[src/rtl/bus_arbiter.sv]
// -----------------------------------------------------------------------------
// bus_arbiter
//
// Two-requester arbiter for the shared 8-bit system bus. Requester 0 is the
// CPU, requester 1 the DMA/VGA fetch engine. One transfer owns the bus at a
// time. The owner's address/data/strobes are forwarded combinationally, and
// read data and ack are routed back to the owner only. A transfer the slave
// never acknowledges is force-terminated after TIMEOUT owned cycles. The
// terminated transfer returns ack with data 8'hFF.
//
// Build option:
//   BUSARB_RR_EN  defined   -> round-robin tie break (last-grant register)
//                 undefined -> fixed priority, m1 wins every tie
//
// Parameters:
//   AW       address width
//   DW       data width
//   TIMEOUT  owned cycles before forced termination (1..255)
//
// Ports:
//   i_clk, i_reset                    clock, synchronous active-high reset
//   i_m0_addr/dat/cs/we               requester 0 request
//   o_m0_dat/ack                      requester 0 read data / transfer done
//   i_m1_addr/dat/cs/we               requester 1 request
//   o_m1_dat/ack                      requester 1 read data / transfer done
//   o_addr/dat/cs/we                  shared bus request to the slave decode
//   i_dat/ack                         shared bus read data / ack from slaves
//   o_grant                           one-hot owner (bit0 m0, bit1 m1)
//   o_timeout                         one-cycle forced-termination pulse
// -----------------------------------------------------------------------------
module bus_arbiter #(
    parameter int AW      = 16,
    parameter int DW      = 8,
    parameter int TIMEOUT = 255
) (
    input  logic          i_clk,
    input  logic          i_reset,
    input  logic [AW-1:0] i_m0_addr,
    input  logic [DW-1:0] i_m0_dat,
    input  logic          i_m0_cs,
    input  logic          i_m0_we,
    output logic [DW-1:0] o_m0_dat,
    output logic          o_m0_ack,
    input  logic [AW-1:0] i_m1_addr,
    input  logic [DW-1:0] i_m1_dat,
    input  logic          i_m1_cs,
    input  logic          i_m1_we,
    output logic [DW-1:0] o_m1_dat,
    output logic          o_m1_ack,
    output logic [AW-1:0] o_addr,
    output logic [DW-1:0] o_dat,
    output logic          o_cs,
    output logic          o_we,
    input  logic [DW-1:0] i_dat,
    input  logic          i_ack,
    output logic [1:0]    o_grant,
    output logic          o_timeout
);

    typedef enum logic [1:0] {
        IDLE = 2'd0,
        OWN0 = 2'd1,
        OWN1 = 2'd2
    } state_t;

    // Counter value seen during the TIMEOUT-th owned cycle.
    localparam logic [7:0] TO_LAST = 8'(TIMEOUT - 1);

    state_t     r_state;
    logic [7:0] r_cnt;

    logic w_own0;
    logic w_own1;
    logic w_cs;
    logic w_timeout;
    logic w_done;
    logic w_pick1;

    assign w_own0 = (r_state == OWN0);
    assign w_own1 = (r_state == OWN1);

    // Owner's chip select; zero in IDLE.
    assign w_cs = (w_own0 & i_m0_cs) | (w_own1 & i_m1_cs);

    // Only a live, unacknowledged transfer can time out. An abort (cs low)
    // ends quietly even if it lands on the last allowed cycle.
    assign w_timeout = w_cs & ~i_ack & (r_cnt == TO_LAST);

    // Any of: slave ack, owner abort, forced termination.
    assign w_done = i_ack | ~w_cs | w_timeout;

`ifdef BUSARB_RR_EN
    // 1 = m1 was granted last. Reset to m1 so that m0 wins the first tie.
    logic r_last1;

    assign w_pick1 = i_m1_cs & (~i_m0_cs | ~r_last1);

    always_ff @(posedge i_clk) begin
        if (i_reset) begin
            r_last1 <= 1'b1;
        end else if (r_state == IDLE && (i_m0_cs || i_m1_cs)) begin
            r_last1 <= w_pick1;
        end
    end
`else
    // Fixed priority: m1 wins whenever it requests.
    assign w_pick1 = i_m1_cs;
`endif

    // NOTE: state registers use non-blocking assignments so that every
    // always_ff reads pre-edge values regardless of evaluation order.
    always_ff @(posedge i_clk) begin
        if (i_reset) begin
            r_state <= IDLE;
            r_cnt   <= 8'd0;
        end else begin
            case (r_state)
                IDLE: begin
                    r_cnt <= 8'd0;
                    if (i_m0_cs || i_m1_cs) begin
                        r_state <= w_pick1 ? OWN1 : OWN0;
                    end
                end
                OWN0, OWN1: begin
                    if (w_done) begin
                        r_state <= IDLE;
                        r_cnt   <= 8'd0;
                    end else if (r_cnt != 8'hFF) begin
                        r_cnt <= r_cnt + 8'd1;
                    end
                end
                default: begin
                    r_state <= IDLE;
                    r_cnt   <= 8'd0;
                end
            endcase
        end
    end

    // NOTE: every output gets a default at the top of the block, so no path
    // leaves a signal unassigned and no latch is inferred.
    always_comb begin
        o_addr   = '0;
        o_dat    = '0;
        o_cs     = 1'b0;
        o_we     = 1'b0;
        o_m0_dat = '0;
        o_m0_ack = 1'b0;
        o_m1_dat = '0;
        o_m1_ack = 1'b0;
        if (w_own0) begin
            o_addr   = i_m0_addr;
            o_dat    = i_m0_dat;
            o_cs     = i_m0_cs;
            o_we     = i_m0_we & i_m0_cs;
            o_m0_dat = w_timeout ? '1 : i_dat;
            o_m0_ack = (i_ack & i_m0_cs) | w_timeout;
        end else if (w_own1) begin
            o_addr   = i_m1_addr;
            o_dat    = i_m1_dat;
            o_cs     = i_m1_cs;
            o_we     = i_m1_we & i_m1_cs;
            o_m1_dat = w_timeout ? '1 : i_dat;
            o_m1_ack = (i_ack & i_m1_cs) | w_timeout;
        end
    end

    assign o_grant   = {w_own1, w_own0};
    assign o_timeout = w_timeout;

endmodule

[config.mk]
export PLATFORM = sky130hd
export DESIGN_NAME = bus_arbiter
export DESIGN_NICKNAME = d
export VERILOG_FILES = /design/src/rtl/bus_arbiter.sv
export SDC_FILE = /design/constraint.sdc
export NUM_CORES = 1
export LEC_CHECK = 0
export ABC_AREA = 1
export BUFFER_PORTS_ARGS = -buffer_cell sky130_fd_sc_hd__buf_2
export CORE_ASPECT_RATIO = 0.9
export CORE_UTILIZATION = 31
export CTS_CLUSTER_DIAMETER = 120
export DETAILED_ROUTE_END_ITERATION = 8
export GPL_ROUTABILITY_DRIVEN = 0
export GPL_TIMING_DRIVEN = 0
export PLACE_DENSITY_LB_ADDON = 0.05
export SLEW_MARGIN = 10
export SYNTH_ARGS = -nofsm -noshare
export SYNTH_HDL_FRONTEND = slang
export SYNTH_SLANG_ARGS = --single-unit
[constraint.sdc]
create_clock -name i_clk -period 1.55 [get_ports i_clk]
set_clock_uncertainty 0.05 [all_clocks]
set_input_delay 0.155 -clock i_clk [delete_from_list [all_inputs] [get_ports i_clk]]
set_output_delay 0.155 -clock i_clk [all_outputs]
set_load 0.02 [all_outputs]
==> flow_summary.json <==
{
  "run_status": "complete, but fails checks",
  "violations_in_the_final_reports": "negative setup slack",
  "postPlaceCellArea_sq_um": 1881,
  "die-area_sq_um": 3460,
  "post_synth_instance_area_sq_um": 1001,
  "setup.worst_path.class": "reg -> out",
  "max_clock_freq_ghz": 0.5152,
  "dp.final_hpwl_um": 2805,
  "slew-limit-headroom_pct": 81.91,
  "commonest_non_fill_non_tap_cell_in_the_layout": "sky130_fd_sc_hd__buf_2",
  "worst_ep_required_time_ns": 1.34,
  "ir_drop_v": 0.0005985,
  "grtUsageTotal_pct": 25.88,
  "average_via_count_per_standard_cell": 5.087,
  "number_of_sinks_handled_by_clock_tree_synthesis": 10,
  "gr-total-overflow": 0,
  "largest_net_degree_at_the_start_of_global_routing": 11,
  "syn-num-nets": 214,
  "ys.warnings.count": 0,
  "cts_buffer_depth": 2,
  "finish.net_count": 348,
  "detailroute.via_count": 1638,
  "dpl.cell_count": 297,
  "p_seq_share_pct": 19.5,
  "grt_setup_unrepaired": "yes",
  "worstMarginPinSlew_ns": 0.2707,
  "rrSetupSlack_ns": -0.16,
  "htree_num_levels": 1,
  "timing.rr.end": "r_cnt[5]$_SDFFE_PP0P_",
  "netSwitchingPower_mw": 0.5116,
  "postSynthAreaPerCell_sq_um": 6.856,
  "holdCritStartpoint": "i_m1_cs",
  "numPortBuffers": 109,
  "worst_hold_slack_ns": 0.1954,
  "fp.dieW_um": 61.90,
  "pwr_dens_nw_per_um2": 533.4,
  "floorplan.core_area_sq_um": 3067,
  "hold_class": "in -> reg",
  "die_h_um": 55.91,
  "cts-root-buf": "sky130_fd_sc_hd__clkbuf_4",
  "p_total_mw": 1.369,
  "num_io_pins": 110,
  "final_cells": 322,
  "final-hold-violation-count": 0,
  "post_synthesis_sequential_element_count": 10,
  "drt_first_pass_iters": 4,
  "power_switching_share_pct": 37.37,
  "hold_path_depth": 3,
  "whs_endpoint": "r_state[1]$_SDFFE_PP0P_",
  "cts_buffers": 3,
  "wire_length_of_the_first_global_routing_pass_um": 6706,
  "rr_worst_depth": 12,
  "r2r-start": "r_state[1]$_SDFFE_PP0P_",
  "pre_cts_slack_ns": -0.2974,
  "rows": 19,
  "timing.critical_path.arrival_ns": 1.74,
  "tritoncts": "yes",
  "flow.area_growth_from_synthesis_pct": 156.4,
  "netlist_instances": 146,
  "drc": 0,
  "slew_violations": 0,
  "sequential_cell_area_sq_um": 203.9,
  "layout_setup_ws_ns": -0.3911,
  "nFillCells": 170,
  "p_comb_share_pct": 63.2,
  "drv_cap": 0,
  "clk_latency_ns": 0.27,
  "final_min_period_over_clock_period_pct": 125.2,
  "clkTransAtPathRegs_ns": 0.07,
  "setup_viol_count_final": 55,
  "antenna_found_initial": 1,
  "detail-route-antenna-nets": 0,
  "highest_fanout_seen_on_the_critical_path": 5,
  "internal-power_mw": 0.8573,
  "critical_path.startpoint_type": "flop",
  "area_of_the_multi_input_gates_sq_um": 1057,
  "pwr-share-clk_pct": 17.3,
  "total_detailed_routing_wirelength_um": 5564,
  "design_area_sq_um": 2566,
  "vias_in_the_first_global_route": 1466,
  "start_util_pct": 32.64,
  "p_leak_nw": 1.261,
  "final_cell_mix": "sky130_fd_sc_hd__buf_2, sky130_fd_sc_hd__buf_6, sky130_fd_sc_hd__nand2_1, sky130_fd_sc_hd__nor2_2, sky130_fd_sc_hd__a22o_4",
  "route.detailed.wl_per_inst_um": 17.28,
  "synth.yosys.seq_area_share_pct": 20.00,
  "synth_cell_type_count": 25,
  "setup.worst_path.end_class": "output pin",
  "dr.first_iter.drc_count": 101,
  "layout-drive-gt1-share_pct": 75.27,
  "post-route-min-period_ns": 1.941
}
==> worst max-delay path by stage <==
| stage | startpoint | end | slack [ns] |
|---|---|---|---|
| CTS | r_state[1]$_SDFFE_PP0P_ | o_m1_ack | -0.31 |
| detailed placement | r_state[1]$_SDFFE_PP0P_ | o_we | -0.30 |
| global route | r_state[1]$_SDFFE_PP0P_ | o_m0_dat[3] | -0.45 |
| finish | r_state[1]$_SDFFE_PP0P_ | o_m1_dat[1] | -0.39 |
| floorplan | r_state[1]$_SDFFE_PP0P_ | o_m0_dat[1] | -0.08 |
| global placement | r_state[1]$_SDFFE_PP0P_ | o_we | -0.29 |
==> timing repair <==
item                                    CTS  global route
setup buffers                             9             7
endpoints found under the hold margin     1             0
cloned                                    3             0
gates resized for setup                 106            28
endpoints found under the setup margin   45            55
pin swaps                                 9             6
hold buffers                              1             0
==> power by group through the flow <==
| stage | clock network [mW] | logic [mW] | registers (mW) |
|---|---|---|---|
| after floorplan | 0 | 0.369 | 0.273 |
| after global placement | 0 | 0.561 | 0.273 |
| after detailed placement | 0 | 0.564 | 0.274 |
| after CTS | 0.244 | 0.774 | 0.266 |
| after global routing | 0.259 | 0.898 | 0.267 |
| final | 0.237 | 0.865 | 0.266 |
==> critical path, cell delays in order (launching register included) <==
cell                      delay (ns)
sky130_fd_sc_hd__dfxtp_2        0.32
sky130_fd_sc_hd__inv_2          0.07
sky130_fd_sc_hd__ha_4           0.15
sky130_fd_sc_hd__buf_12         0.12
sky130_fd_sc_hd__nand2_8        0.05
sky130_fd_sc_hd__nand2_4        0.06
sky130_fd_sc_hd__nand2_4        0.07
sky130_fd_sc_hd__nor2_4         0.24
sky130_fd_sc_hd__nor2_2         0.10
sky130_fd_sc_hd__nor2_2         0.14
sky130_fd_sc_hd__buf_6          0.15
==> registers in the layout, summed over array words and instances (netlist names) <==
name	flops
r_state	2
r_cnt	8
==> layout make-up <==
| type | count | area share [%] |
|---|---|---|
| repair buffers | 128 | 40.03 |
| flip-flops and latches | 10 | 7.947 |
| diodes | 1 | 0.09751 |
| well taps | 42 | 2.048 |
| multi-input cells | 114 | 41.20 |
| clock buffers | 4 | 1.414 |
| plain buffers | 7 | 3.998 |
| inverters | 16 | 3.267 |
==> per-stage QoR <==
step / setup TNS [ns] / utilization [%]
detailed placement: -8.278 / 61.32
global route: -19.22 / 83.68
finish: -15.45 / 83.68
floorplan: -1.302 / -
global placement: -8.132 / 61.32
CTS: -11.52 / 78.25
==> synth_stat cells <==
cell type                  instances  area [sq um]
sky130_fd_sc_hd__inv_1            13         48.80
sky130_fd_sc_hd__a21oi_1           7         35.03
sky130_fd_sc_hd__xor2_1            2         17.52
sky130_fd_sc_hd__or2_2             1         6.260
sky130_fd_sc_hd__xnor2_1           1         8.760
sky130_fd_sc_hd__dfxtp_1          10         200.2
sky130_fd_sc_hd__o21ai_0           3         15.01
sky130_fd_sc_hd__o21bai_1          1         7.510
sky130_fd_sc_hd__o22ai_1           1         6.260
sky130_fd_sc_hd__a21oi_2           1         8.760
sky130_fd_sc_hd__a22o_1           24         210.2
sky130_fd_sc_hd__nand2_2           3         18.77
sky130_fd_sc_hd__buf_4             5         37.54
sky130_fd_sc_hd__ha_1              5         62.56
sky130_fd_sc_hd__nor2_1           29         108.9
sky130_fd_sc_hd__nand3_1           6         30.03
sky130_fd_sc_hd__nand2_1          22         82.58
sky130_fd_sc_hd__nand2_4           1         11.26
sky130_fd_sc_hd__nor3_2            1         10.01
sky130_fd_sc_hd__clkbuf_1          2         7.510
sky130_fd_sc_hd__nor2_4            2         22.52
sky130_fd_sc_hd__nor2_2            1         6.260
sky130_fd_sc_hd__nand3_4           1         17.52
sky130_fd_sc_hd__nand3_2           1         10.01
sky130_fd_sc_hd__inv_2             3         11.26
==> per-layer routing <==
layer  wire, um  track usage (%)  part of all wire (%)  vias to the layer above
li1           -                -                     -                      766
met1       1951            28.29                    35                      756
met2       2992            48.54                    54                       90
met3        383            3.023                   6.9                       26
met4        238            9.524                   4.3                        0
met5          0                0                     0                        -
==> kinds of logic after synthesis <==
logic type               share of synthesized area (%)
adder cells (fa/ha/maj)                          6.250
buffers and inverters                            10.50
AND/OR/NAND/NOR                                  32.38
XOR/XNOR                                         2.625
AO/OA/AOI/OAI                                    28.25
flip-flops                                       20.00
No activity file was read; power rests on OpenSTA's default activity.
